File: src/rtl/pwm_gen_pkg.sv
// Shared definitions for the PWM generator: counter width, the encodings of
// the 'functions' field, the shadow-register bundle and the waveform rule.
package pwm_gen_pkg;

    // Width of the counter value, period and compare registers.
    localparam int CNT_W = 16;

    // Encodings of the 2-bit functions field.
    localparam logic [1:0] FUNC_LEFT      = 2'b00;
    localparam logic [1:0] FUNC_RIGHT     = 2'b01;
    // When this bit is set the mode is unaligned and bit 0 is ignored.
    localparam int         FUNC_UNALIGNED = 1;

    typedef logic [CNT_W-1:0] cnt_t;

    // Register-file values copied into the block; the waveform only ever
    // looks at this copy, never at the live register-file inputs.
    typedef struct packed {
        cnt_t       compare1;
        cnt_t       compare2;
        logic [1:0] functions;
    } shadow_t;

    // Waveform level for one counter value under a given shadow set.
    // All comparisons are unsigned because cnt_t is an unsigned vector.
    function automatic logic pwm_level(input cnt_t cnt, input shadow_t sh);
        logic level;
        if (sh.functions[FUNC_UNALIGNED]) begin
            // Window [compare1, compare2); empty when compare2 <= compare1.
            level = (cnt >= sh.compare1) && (cnt < sh.compare2);
        end else if (sh.functions == FUNC_LEFT) begin
            // High at the start of the period, low from compare1 onward.
            level = (cnt < sh.compare1);
        end else begin
            // Right-aligned: low until compare1, high from there to the end.
            level = (cnt >= sh.compare1);
        end
        return level;
    endfunction

endpackage

File: src/rtl/pwm_wrap_detect.sv
// Counter wrap detector. Remembers the previous counter value and flags the
// cycle in which the counter rolls over in either direction. The combinational
// 'wrap' is used by the parent to time shadow loads; 'period_evt' is the
// registered one-cycle event seen by the rest of the system.
module pwm_wrap_detect
    import pwm_gen_pkg::*;
(
    input  logic             clk,
    input  logic             rst_n,
    input  logic [CNT_W-1:0] count_val,
    input  logic [CNT_W-1:0] period,
    output logic             wrap,
    output logic             period_evt
);

    logic [CNT_W-1:0] prev_cnt;
    // Set once prev_cnt holds a value actually sampled from the counter, so
    // the reset value of prev_cnt can never fake a down-count wrap.
    logic             prev_valid;

    logic up_wrap;
    logic down_wrap;
    logic moved;

    // Decode a rollover from the previous and current counter values.
    always_comb begin
        // NOTE: every signal assigned here gets a value on every path; the
        // plain assignments below are unconditional, so no latch can form.
        moved     = (count_val != prev_cnt);
        up_wrap   = (prev_cnt == period) && (count_val == '0);
        down_wrap = (prev_cnt == '0) && (count_val == period) && (period != '0);
        // A stalled counter (prescaler or disabled) never counts as a wrap,
        // which also covers period = 0 where both values sit at zero.
        wrap      = prev_valid && moved && (up_wrap || down_wrap);
    end

    // Track the previous counter value and register the wrap event.
    always_ff @(posedge clk) begin
        // NOTE: sequential state uses non-blocking assignments so every
        // register samples the pre-edge values regardless of statement order.
        if (!rst_n) begin
            prev_cnt   <= '0;
            prev_valid <= 1'b0;
            period_evt <= 1'b0;
        end else begin
            prev_cnt   <= count_val;
            prev_valid <= 1'b1;
            period_evt <= wrap;
        end
    end

endmodule

File: src/rtl/pwm_gen.sv
// PWM waveform generator driven by an external counter. Compare values and
// mode are double-buffered in shadow registers: while the output is disabled
// they follow the register file every cycle, while enabled they only update
// on a counter wrap so a period is never produced with mixed settings.
module pwm_gen
    import pwm_gen_pkg::*;
(
    input  logic             clk,
    input  logic             rst_n,
    input  logic [CNT_W-1:0] count_val,
    input  logic [CNT_W-1:0] period,
    input  logic             pwm_en,
    input  logic [CNT_W-1:0] compare1,
    input  logic [CNT_W-1:0] compare2,
    input  logic [1:0]       functions,
    output logic             pwm_out,
    output logic             period_evt
);

    logic    wrap;
    logic    load;
    shadow_t shadow_q;
    shadow_t shadow_in;
    shadow_t shadow_eff;

    pwm_wrap_detect u_wrap_detect (
        .clk        (clk),
        .rst_n      (rst_n),
        .count_val  (count_val),
        .period     (period),
        .wrap       (wrap),
        .period_evt (period_evt)
    );

    // Select the shadow set this cycle's comparison uses.
    always_comb begin
        shadow_in.compare1  = compare1;
        shadow_in.compare2  = compare2;
        shadow_in.functions = functions;
        load                = !pwm_en || wrap;
        // On a load cycle the comparison already uses the freshly loaded
        // values, so the first count of a new period follows the new settings.
        shadow_eff          = load ? shadow_in : shadow_q;
    end

    // Shadow registers and the registered waveform output.
    always_ff @(posedge clk) begin
        if (!rst_n) begin
            shadow_q <= '0;
            pwm_out  <= 1'b0;
        end else begin
            if (load) begin
                shadow_q <= shadow_in;
            end
            pwm_out <= pwm_en && pwm_level(count_val, shadow_eff);
        end
    end

endmodule
File: config.mk
export PLATFORM = sky130hd
export DESIGN_NAME = pwm_gen
export DESIGN_NICKNAME = d
export VERILOG_FILES = /design/src/rtl/pwm_gen_pkg.sv /design/src/rtl/pwm_wrap_detect.sv /design/src/rtl/pwm_gen.sv
export SDC_FILE = /design/constraint.sdc
export NUM_CORES = 1
export LEC_CHECK = 0
export CORE_MARGIN = 2
export CORE_UTILIZATION = 52
export DETAILED_ROUTE_END_ITERATION = 10
export GPL_ROUTABILITY_DRIVEN = 0
export PLACE_DENSITY = 0.81
export REMOVE_ABC_BUFFERS = 1
export SLEW_MARGIN = 20
export SYNTH_ARGS = -nofsm -noshare
export SYNTH_HDL_FRONTEND = slang
export SYNTH_SLANG_ARGS = --single-unit
export TNS_END_PERCENT = 10
File: constraint.sdc
create_clock -name clk -period 5 [get_ports clk]
set_input_delay 0.75 -clock clk [delete_from_list [all_inputs] [get_ports clk]]
set_output_delay 0.75 -clock clk [all_outputs]
set_load 0.1 [all_outputs]
==> summary.md <==
| Metric | Value |
|---|---|
| Status | `completed` |
| Final Skew | `0.00609 ns` |
| Initial antenna violation count | `0` |
| Via-per-instance ratio | `5.68` |
| Period utilization | `roughly 89%` |
| P_sw | `0.282 mW` |
| Layout area overhead | `24.6%` |
| Tightest Pin Transition | `around 0.98 ns` |
| Critical path arrival | `roughly 4.7 ns` |
| CORE AREA | `0.00635 sq mm` |
| CP max FO | `28` |
| Total grt overflow | `0` |
| Ports | `between 70 and 80` |
| Seq/Total Area, Yosys | `31.0%` |
| Fillers | `slightly below 500` |
| Sink Count | `between 50 and 60` |
| Final Hold Vio Count | `0` |
| Largest net degree at the start of global routing | `55` |
| First-pass DRT Iterations | `4` |
| # setup viols final | `0` |
| Total CTS buffers | `5` |
| Cts repair resizes | `0` |
| Syn_area_per_cell | `around 11 sq um` |
| YS warnings | `0` |
| Full die area | `between 0.007 and 0.008 sq mm` |
| Final core utilization | `between 60% and 70%` |
| Min Tclk post-route | `~4.5 ns` |
| Avg WL per Cell | `approximately 17 um` |
| Final net count | `495` |
| DIE WIDTH | `about 85 um` |
| H-tree Lvls | `2` |
| Final setup TNS | `0 ns` |
| Synth async-reset ratio | `0%` |
| Clock-pin slew on the worst setup and hold paths | `~0.090 ns` |
| Finished Layout Cells | `~470` |
| PortBufs | `70` |
| Flop pwr share | `between 40% and 50%` |
| Combinational share of power | `between 20% and 30%` |
| Post-synth EDFFs | `0` |
| Hpwl dp | `about 6.1 mm` |
| CTS tree | `yes` |
| Fmax | `0.225 GHz` |
| Via count | `2687` |
| Pwr dens | `between 200 and 250 mW/mm^2` |
| Internal power | `0.753 mW` |
| DRC violations left | `0` |
| Total GRT Usage | `between 20% and 30%` |
| Fraction of layout cells with a size suffix above 1 | `around 15%` |
| # Post-CTS Setup Buffers | `0` |
| Clock share of power | `between 20 and 30%` |
| Dpl cells | `between 400 and 500` |
| Synth unique cells | `42` |
| Top_reg_cell synth | `dfxtp_1` |
| Required time worst endpoint | `about 5.2 ns` |
| Relative slew slack | `roughly a third` |
| WS Path Type | `in -> reg` |
| Final slew viol count | `0` |
| RSZ-0062 raised after global routing | `no` |
| Sw Share | `between 20% and 30%` |
| Vias in the first global route | `2684` |
| Hold Buf Count CTS | `0` |
| Maxcap violations | `0` |
| Global-route wire length before repair | `roughly 13 mm` |
| Clock Latency Late Sink | `roughly 0.30 ns` |
| ANT nets after route | `0` |
| Mapped Cells | `roughly 320` |
| Starting DRT DRC Count | `around 160` |
| Rows | `29` |
| Mapped Area | `roughly 0.0034 sq mm` |
| Hold Path Class | `reg -> reg` |
| Bufs on Longest Clock Path | `2` |
| CP startpoint kind | `input pin` |
| Leakage | `1.65 nW` |
| DIE HEIGHT | `about 85 um` |
| VDD IR max | `about 0.00015 V` |
| Final wirelength | `7.99 mm` |
| Initial Utilization | `53.9%` |
| CP endpoint kind | `flip-flop` |
| Seq cells post-synth | `53` |
| Diode count | `0` |
| CTS root buf | `clkbuf_8` |
==> sequential cells by signal, summed over array words and instances (netlist names) <==
signal and count:
u_wrap_detect.period_evt 1, u_wrap_detect.prev_cnt 16, pwm_out 1, u_wrap_detect.prev_valid 1
shadow_q 34
==> final timing paths <==
kind / startpoint / endpoint / slack [ns] / depth (start not counted)
worst max-delay path: count_val[1] / pwm_out$_SDFF_PN0_ / 0.55 / 17
worst max register to register: u_wrap_detect.prev_cnt[13]$_SDFF_PN0_ / pwm_out$_SDFF_PN0_ / 1.26 / 16
worst min register to register: shadow_q[11]$_SDFF_PN0_ / shadow_q[11]$_SDFF_PN0_ / 0.53 / 2
worst min-delay path: shadow_q[11]$_SDFF_PN0_ / shadow_q[11]$_SDFF_PN0_ / 0.53 / 2
==> power by group through the flow <==
stage | Combinational, mW | Sequential [mW] | Clock (mW)
3_5_place_dp | 0.270 | 0.471 | 0
6_report | 0.272 | 0.461 | 0.301
3_3_place_gp | 0.263 | 0.470 | 0
4_1_cts | 0.273 | 0.461 | 0.308
5_1_grt | 0.298 | 0.464 | 0.324
2_1_floorplan | 0.149 | 0.473 | 0
==> layout make-up <==
type / instances / area [sq um] / area share [%]
multi-input cells: 259 / 2260 / 52.9
flip-flops and latches: 53 / 1060 / 24.9
repair buffers: 73 / 723 / 17.0
well taps: 77 / 96.3 / 2.26
clock buffers: 7 / 86.3 / 2.02
clock inverters: 1 / 30.0 / 0.704
inverters: 3 / 11.3 / 0.264
==> layer usage <==
metal	up-vias	wire length, um	track usage, %
met5	-	0	0
li1	1307	-	-
met2	91	3890	38.8
met3	10	474	3.99
met4	0	113	6.49
met1	1279	3510	29.1
==> cells in the final DEF (no fill, tap or decap), types with 3 or more instances in the layout <==
cell	n
a21oi_1	9
o211ai_1	5
nor2b_1	16
o21a_1	3
dfxtp_1	53
inv_1	3
mux2i_1	12
xnor2_1	24
clkdlybuf4s50_1	70
and2_1	17
nor4_1	15
nand4_1	15
o21ai_0	6
nand3_1	4
clkbuf_8	6
nand2_1	4
ha_1	31
nor2_1	4
nor2b_2	20
mux2i_2	20
xor2_1	24
a21o_1	5
buf_4	3
==> per-stage QoR <==
step,area (sq um),hold WS [ns],worst slack (ns),power (mW)
after floorplan,3330,0.484,1.19,0.621
after global placement,4150,0.502,0.308,0.733
after detailed placement,4150,0.513,0.242,0.741
after CTS,4270,0.535,0.543,1.04
after global routing,4270,0.554,0.335,1.09
final,4270,0.533,0.546,1.03
==> cell usage after synthesis, types with 2 or more instances <==
cell type  instances  share of area, %
a21oi_1            9               1.3
nor2b_2           20               5.1
nor4_2             2              0.73
nand2_1            4              0.44
mux2i_2           20               8.0
o22ai_1            2              0.37
o211ai_1           5               1.1
a211o_1            2              0.51
xnor2_1           24               6.1
xor2_1            24               6.1
buf_12             3               1.8
nand4_1           15               2.7
nor2b_1           16               2.9
ha_1              31                11
nand2b_1           2              0.37
mux2i_1           12               3.5
inv_1              3              0.33
nor3_4             2              0.95
clkbuf_1           5              0.55
nor2_1             4              0.44
nor4_1            15               2.7
nor3_1             2              0.29
o21a_1             3              0.66
and2_1            17               3.1
dfxtp_1           53                31
nand3_1            4              0.59
a21o_1             5               1.1
o21ai_0            6              0.88
==> cells by family (layout without fill, tap and decap cells) <==
| kind of cell | Yosys count | in the layout | share of synthesized area, % |
|---|---|---|---|
| compound gates | 38 | 38 | 7.68 |
| xor+xnor | 48 | 48 | 12.3 |
| fa+ha+maj | 31 | 31 | 11.3 |
| buf+inv | 12 | 84 | 3.03 |
| flops | 53 | 53 | 31.0 |
| mux | 33 | 33 | 12.0 |
| simple gates | 109 | 109 | 22.7 |
==> critical path, stage by stage <==
cell,delay [ns]
clkdlybuf4s50_1,0.67
xor2_1,0.17
nor4_4,0.31
nand4_1,0.17
nor3_4,0.27
o21ai_4,0.13
nand2_8,0.30
mux2i_2,0.31
ha_1,0.28
a21o_1,0.16
a21o_1,0.17
a211o_1,0.28
o211ai_1,0.09
a21oi_1,0.10
a211o_1,0.24
mux2i_1,0.13
o22ai_1,0.10
(Power assumes the default switching activity.)
